**config.mk**
```make
export PLATFORM = sky130hd
export DESIGN_NAME = sn_window_decoder
export DESIGN_NICKNAME = d
export VERILOG_FILES = /design/src/rtl/sn_window_decoder.sv
export SDC_FILE = /design/constraint.sdc
export NUM_CORES = 1
export LEC_CHECK = 0
export ABC_AREA = 1
export BUFFER_PORTS_ARGS = -buffer_cell sky130_fd_sc_hd__clkbuf_2
export CAP_MARGIN = 10
export CELL_PAD_IN_SITES_DETAIL_PLACEMENT = 0
export CELL_PAD_IN_SITES_GLOBAL_PLACEMENT = 1
export CORE_MARGIN = 10
export CORE_UTILIZATION = 44
export CTS_BUF_LIST = sky130_fd_sc_hd__clkbuf_8
export DETAILED_ROUTE_END_ITERATION = 10
export PLACE_DENSITY_LB_ADDON = 0.2
export SLEW_MARGIN = 20
export SYNTH_ARGS = -nofsm -noshare
export SYNTH_HDL_FRONTEND = slang
export SYNTH_SLANG_ARGS = --single-unit
export TNS_END_PERCENT = 30
```
**constraint.sdc**
```tcl
create_clock -name clk -period 3.1 [get_ports clk]
set_input_delay 0.62 -clock clk [delete_from_list [all_inputs] [get_ports clk]]
set_output_delay 0.62 -clock clk [all_outputs]
set_load 0.005 [all_outputs]
```
**src/rtl/sn_window_decoder.sv**
```systemverilog
// Counts 1s of a serial SN bitstream over 2^WIN_LOG2 valid samples. It decodes the count as unipolar or bipolar and registers it with a one-cycle strobe.
// Optional SNDEC_AVG_EN: the result is the floor average of the last 4 window values.
module sn_window_decoder #(
  parameter int WIN_LOG2 = 7,
  parameter int OUT_W    = 8
) (
  input  logic             clk,
  input  logic             rst_n,
  input  logic             sn_bit,
  input  logic             sn_valid,
  input  logic             start,
  input  logic             cont,
  input  logic             bipolar,
  output logic [OUT_W-1:0] result,
  output logic             result_valid,
  output logic             sat,
  output logic             busy
);

  generate
    if (OUT_W < WIN_LOG2 + 1) begin : g_bad_width
      $error("sn_window_decoder: OUT_W must be >= WIN_LOG2+1");
    end
  endgenerate

  localparam logic [0:0] S_IDLE  = 1'b0;
  localparam logic [0:0] S_ACCUM = 1'b1;

  logic [0:0]                 state;
  logic [WIN_LOG2-1:0]        bit_cnt;
  logic [WIN_LOG2-1:0]        ones_cnt;
  logic                       last;
  logic [WIN_LOG2:0]          ones_fin;
  logic signed [WIN_LOG2:0]   v_win;
  logic                       sat_win;
  logic signed [WIN_LOG2:0]   emit_v;
  logic                       emit_sat;
  logic                       emit_ok;

  assign busy     = (state == S_ACCUM);
  // start takes priority, so a start on the last-sample cycle discards the window
  assign last     = busy && sn_valid && !start && (bit_cnt == '1);
  assign ones_fin = {1'b0, ones_cnt} + {{WIN_LOG2{1'b0}}, sn_bit};

  always_comb begin
    v_win   = '0;
    sat_win = 1'b0;
    if (ones_fin[WIN_LOG2]) begin
      // a full window of ones exceeds the positive range in both decodes
      v_win   = {1'b0, {WIN_LOG2{1'b1}}};
      sat_win = 1'b1;
    end else if (bipolar) begin
      v_win = $signed({ones_fin[WIN_LOG2-1:0], 1'b0} - {1'b1, {WIN_LOG2{1'b0}}});
    end else begin
      v_win = $signed(ones_fin);
    end
  end

`ifdef SNDEC_AVG_EN
  logic signed [WIN_LOG2:0]   hist [0:2];
  logic [2:0]                 hist_sat;
  logic [1:0]                 hist_cnt;
  logic signed [WIN_LOG2+2:0] avg_sum;

  assign avg_sum  = (WIN_LOG2+3)'(v_win) + (WIN_LOG2+3)'(hist[0])
                  + (WIN_LOG2+3)'(hist[1]) + (WIN_LOG2+3)'(hist[2]);
  assign emit_v   = $signed(avg_sum[WIN_LOG2+2:2]);
  assign emit_sat = sat_win | (|hist_sat);
  assign emit_ok  = (hist_cnt == 2'd3);

  always_ff @(posedge clk) begin
    if (!rst_n || start) begin
      hist[0]  <= '0;
      hist[1]  <= '0;
      hist[2]  <= '0;
      hist_sat <= '0;
      hist_cnt <= '0;
    end else if (last) begin
      hist[0]  <= v_win;
      hist[1]  <= hist[0];
      hist[2]  <= hist[1];
      hist_sat <= {hist_sat[1:0], sat_win};
      if (hist_cnt != 2'd3) hist_cnt <= hist_cnt + 2'd1;
    end
  end
`else
  assign emit_v   = v_win;
  assign emit_sat = sat_win;
  assign emit_ok  = 1'b1;
`endif

  always_ff @(posedge clk) begin
    if (!rst_n) begin
      state        <= S_IDLE;
      bit_cnt      <= '0;
      ones_cnt     <= '0;
      result       <= '0;
      result_valid <= 1'b0;
      sat          <= 1'b0;
    end else begin
      result_valid <= 1'b0;
      if (start) begin
        state    <= S_ACCUM;
        bit_cnt  <= '0;
        ones_cnt <= '0;
      end else if (busy && sn_valid) begin
        if (last) begin
          bit_cnt  <= '0;
          ones_cnt <= '0;
          if (!cont) state <= S_IDLE;
          if (emit_ok) begin
            result       <= OUT_W'(emit_v);
            sat          <= emit_sat;
            result_valid <= 1'b1;
          end
        end else begin
          bit_cnt  <= bit_cnt + WIN_LOG2'(1);
          ones_cnt <= ones_cnt + WIN_LOG2'(sn_bit);
        end
      end
    end
  end

endmodule

```
==> summary by stage <==
Synth
The mapped netlist covers 1202 um2. For this run, the register share of the synthesized area comes to 41.62%. The top cell type by total area after synthesis is sky130_fd_sc_hd__dfxtp_1. Yosys mapped a number of flops with a built-in enable equal to 0. After Yosys synthesis, full adders, half adders and majority gates account for 3.122% of the synthesized area. The cell count after synthesis is 171. The synthesized area per cell is 7.032 um2. The yosys synthesis warning count is 0.

The xor and xnor fraction of the mapped netlist area is 2.914%. Ranked by total cell area, the synthesized netlist is headed by sky130_fd_sc_hd__dfxtp_1 (42%), sky130_fd_sc_hd__nand2_1 (13%), sky130_fd_sc_hd__nor2_1 (6.9%). The compound-cell area share of the yosys netlist is 13.74%. The simple logic cell fraction of the synthesized area is 29.03%.

In this run the biggest area consumer among cell types represents 41.62% of the synthesized area. Ranked by instance count, the synthesized netlist is headed by sky130_fd_sc_hd__nand2_1 (41), sky130_fd_sc_hd__dfxtp_1 (25), sky130_fd_sc_hd__nor2_1 (22). Among all flip-flop cells after synthesis, the most frequent one is sky130_fd_sc_hd__dfxtp_1. The leading cell type by number of instances after synthesis is sky130_fd_sc_hd__nand2_1. The share of synthesized area spent on multiplexers is 0.8325%. In this run, synthesis produced a sequential element count of 25. The combinational family with the most area after synthesis is simple AND/OR/NAND/NOR gates. Counting distinct cell types in the post-synthesis netlist gives 24.

In the synthesized netlist the async set-or-reset flop fraction comes to 0%. The synthesized netlist net count is 181.

Setup path
The flop-to-flop setup slack is 1.50 ns. The critical path required time is 3.26 ns. The critical path goes through clkbuf_2, nand2_2, inv_1, nand2_2, nor2_4, nand2_1, inv_2, nand2_1, nor2_1, nor2_1.

The type of destination of the critical path is a flop. In this run the critical register-to-register path is launched from busy$_SDFFE_PN0P_. The worst setup path is of the input pin to flop kind. The startpoint class of the critical path is an input pin.

The critical path arrival is 1.82 ns. The worst setup path startpoint is sn_valid. The worst stage delay on the critical path is 0.24 ns. Among all stages on the critical path, the largest delay is contributed by sky130_fd_sc_hd__nor2_4. For the worst flop-to-flop path, the logic depth is 9.

The endpoint identified for the worst register-to-register timing path is result[5]$_SDFFE_PN0P_. Of all nets on the critical path, the largest fanout is 14.

Drt
The remaining antenna violation count after routing is 0. The final layout contains routed wiring with a total length of 2.585 mm. The overall via count from detail_route is 1107. The post-route DRC violation count is 0. The initial detailed-routing violation count is 47. In the routed layout, each cell is associated on average with a via count of 5.055. The first detailed-routing pass ran for 4 iterations. Dividing the detail-routed wire length by the instance count gives 11.80 um.

Global routing
The number of global-route vias before repair is 1069. The total overflow left after global routing is 0. The pin count of the biggest net entering global routing is 15.

The first global-routing pass estimated 4.491 mm of wire. The number of antenna violations at the first check in global routing is 0. Across every metal layer, demand over resource in global routing totals 10.29%.

Power
The internal portion of total power is 0.0004207 W. The proportion of total power due to net switching is 22.48%. The analysis attributes to net switching a power of 0.0001220 W. The maximum ir drop on the vdd rail is 0.0002328 V. Power spread over the standard cell area amounts to 402.8 nW/um2. The total design power is 0.0005428 W. Of the total power, combinational logic draws 5.4%. Per report_power, the clock group accounts for 34.9% of the total. The leakage power summed over all cells is 0.5540 nW.

Of the total power, registers draw 59.7%.

Clock network
The H-tree depth is 1. The number of post-CTS setup repair buffers is 0. Clock-pin slew was measured on the worst setup and hold paths at 0.08 ns. The TritonCTS sink count is 25.

The count of instances resized after the clock tree is built is 0. The count of hold buffers inserted by post-cts repair is 0. The worst-case clock buffer depth is 2. The clock insertion delay at the later pin of the skew report is 0.27 ns. The master cell of the clock root buffer is sky130_fd_sc_hd__clkbuf_8. In this run, CTS created clock tree buffers numbering 3. The CTS tree is yes.

Status
The flow ran to the end, and the final reports show no timing, DRC or antenna violations.

STA
Counting I/O delays and the setup requirement, the final critical path takes 1.652 ns. In the finished design, the share of the clock period the worst path needs comes to 53.29%. Headroom to the max-slew limit came out at 76.43%. The timing-limited maximum frequency is 605.4 MHz. For the pin with the worst max-slew slack, the measured transition is 0.3531 ns. The final number of hold-violating endpoints is 0. Setup repair after global routing left no endpoint under its margin. For the final database, setup skew stands at 0.004365 ns. The final-report setup violation count is 0. The final number of max-transition violations is 0. The total negative setup slack is 0 ns.

Floorplanning
The core region is 2545 um2. The number of ports placed on the die boundary is 18. The die covers 5224 um2. The number of cell rows is 18. The starting utilization of the core area is 47.25%.

The die outline height is 72.28 um. Measured along the x axis, the die boundary spans 72.28 um.

Placement
Routability-driven placement finished with a final weighted congestion of 0.7697. The placed wire-length estimate is 1.986 mm. The number of I/O port buffers is 17.

Min path
The hold-critical path depth is 2. The worst-case hold path end point is result[7]$_SDFFE_PN0P_. The path class of the tightest hold or removal check is flop to flop.

The worst min-delay path startpoint is result[7]$_SDFFE_PN0P_.

Flow run
The max-cap check violation count is 0.

Cells and area
The layout overhead on the synthesized area is 12.07%. The final antenna diode count is 0. In the final layout, the multi-input gates occupy 596.8 um2. The final layout contains 200 nets.

The area used by sequential logic in the layout is 500.5 um2. The fill cell instance count of the final layout is 288. The fraction of layout cells with a size suffix above 1 is 14.81%.
## sequential cells by signal (all words and copies together) (netlist names)
name	cells
sat	1
result_valid	1
bit_cnt	7
busy	1
ones_cnt	7
result	8
## layout by cell type (no fill, tap or decap)
master / n
sky130_fd_sc_hd__nor2_1: 22
sky130_fd_sc_hd__nor3_1: 2
sky130_fd_sc_hd__nand2_2: 2
sky130_fd_sc_hd__inv_2: 2
sky130_fd_sc_hd__a211oi_1: 1
sky130_fd_sc_hd__nor2_4: 1
sky130_fd_sc_hd__nor3_2: 1
sky130_fd_sc_hd__clkbuf_2: 17
sky130_fd_sc_hd__ha_1: 3
sky130_fd_sc_hd__a21oi_1: 16
sky130_fd_sc_hd__xnor2_1: 1
sky130_fd_sc_hd__mux2i_1: 1
sky130_fd_sc_hd__clkbuf_8: 3
sky130_fd_sc_hd__nor3b_1: 1
sky130_fd_sc_hd__xor2_1: 3
sky130_fd_sc_hd__nor2_2: 2
sky130_fd_sc_hd__inv_1: 21
sky130_fd_sc_hd__nand2_1: 41
sky130_fd_sc_hd__nand3_1: 6
sky130_fd_sc_hd__o21ai_0: 14
sky130_fd_sc_hd__dfxtp_1: 25
sky130_fd_sc_hd__o21bai_1: 1
sky130_fd_sc_hd__nand4_1: 3
## power groups by stage
| stage | Sequential [W] | Clock [W] | Combinational, W |
|---|---|---|---|
| final | 0.000324 | 0.000189 | 0.0000293 |
| after global routing | 0.000324 | 0.000207 | 0.0000335 |
| after CTS | 0.000324 | 0.000193 | 0.0000295 |
| after detailed placement | 0.000332 | 0 | 0.0000293 |
| after global placement | 0.000332 | 0 | 0.0000288 |
| after floorplan | 0.000332 | 0 | 0.0000190 |
## layer usage
layer,GRT usage (%),up-vias,part of all wire [%]
li1,-,580,-
met1,11.51,507,47
met2,17.98,13,48
met3,2.857,7,3.6
met4,3.871,0,1.9
met5,0,-,0
## metrics by stage
stage | hold WS (ns) | instances | area, um2 | utilization [%] | worst slack (ns)
after floorplan | 0.4491 | 171 | 1202 | - | 1.488
after global placement | 0.4560 | 215 | 1303 | 51.18 | 1.225
after detailed placement | 0.4626 | 215 | 1303 | 51.18 | 1.171
after CTS | 0.4758 | 219 | 1348 | 52.95 | 1.453
after global routing | 0.5066 | 219 | 1348 | 52.95 | 1.278
final | 0.4718 | 219 | 1348 | 52.95 | 1.448
## critical path: cells and delay by family
family / cells / cell delay (ns)
buffers and inverters: 3 / 0.35
AND/OR/NAND/NOR: 7 / 0.83
## kinds of logic after synthesis
kind of cell | count (synthesis)
and+or+nand+nor | 81
AOI/OAI and AO/OA | 32
buffers and inverters | 25
DFF | 25
xor gates and xnor gates | 4
adders and majority gates | 3
muxes | 1
## area by class of cell
class                      instances  area share (%)
clock buffer                       3           3.064
clock inverter                     1          0.2786
inverter                          22           6.128
multi-input combinational        121           44.29
sequential                        25           37.14
tap                               30           2.786
timing repair buffer              17           6.314
## how the worst max path moves through the flow
stage / depth (start not counted) / end / slack, ns
6_report: 10 / result[5]$_SDFFE_PN0P_ / 1.45
3_3_place_gp: 10 / result[5]$_SDFFE_PN0P_ / 1.23
3_5_place_dp: 10 / result[5]$_SDFFE_PN0P_ / 1.17
5_1_grt: 10 / result[5]$_SDFFE_PN0P_ / 1.28
4_1_cts: 10 / result[5]$_SDFFE_PN0P_ / 1.45
2_1_floorplan: 8 / result[5]$_SDFFE_PN0P_ / 1.49
Power figures use the tool's default switching activity.
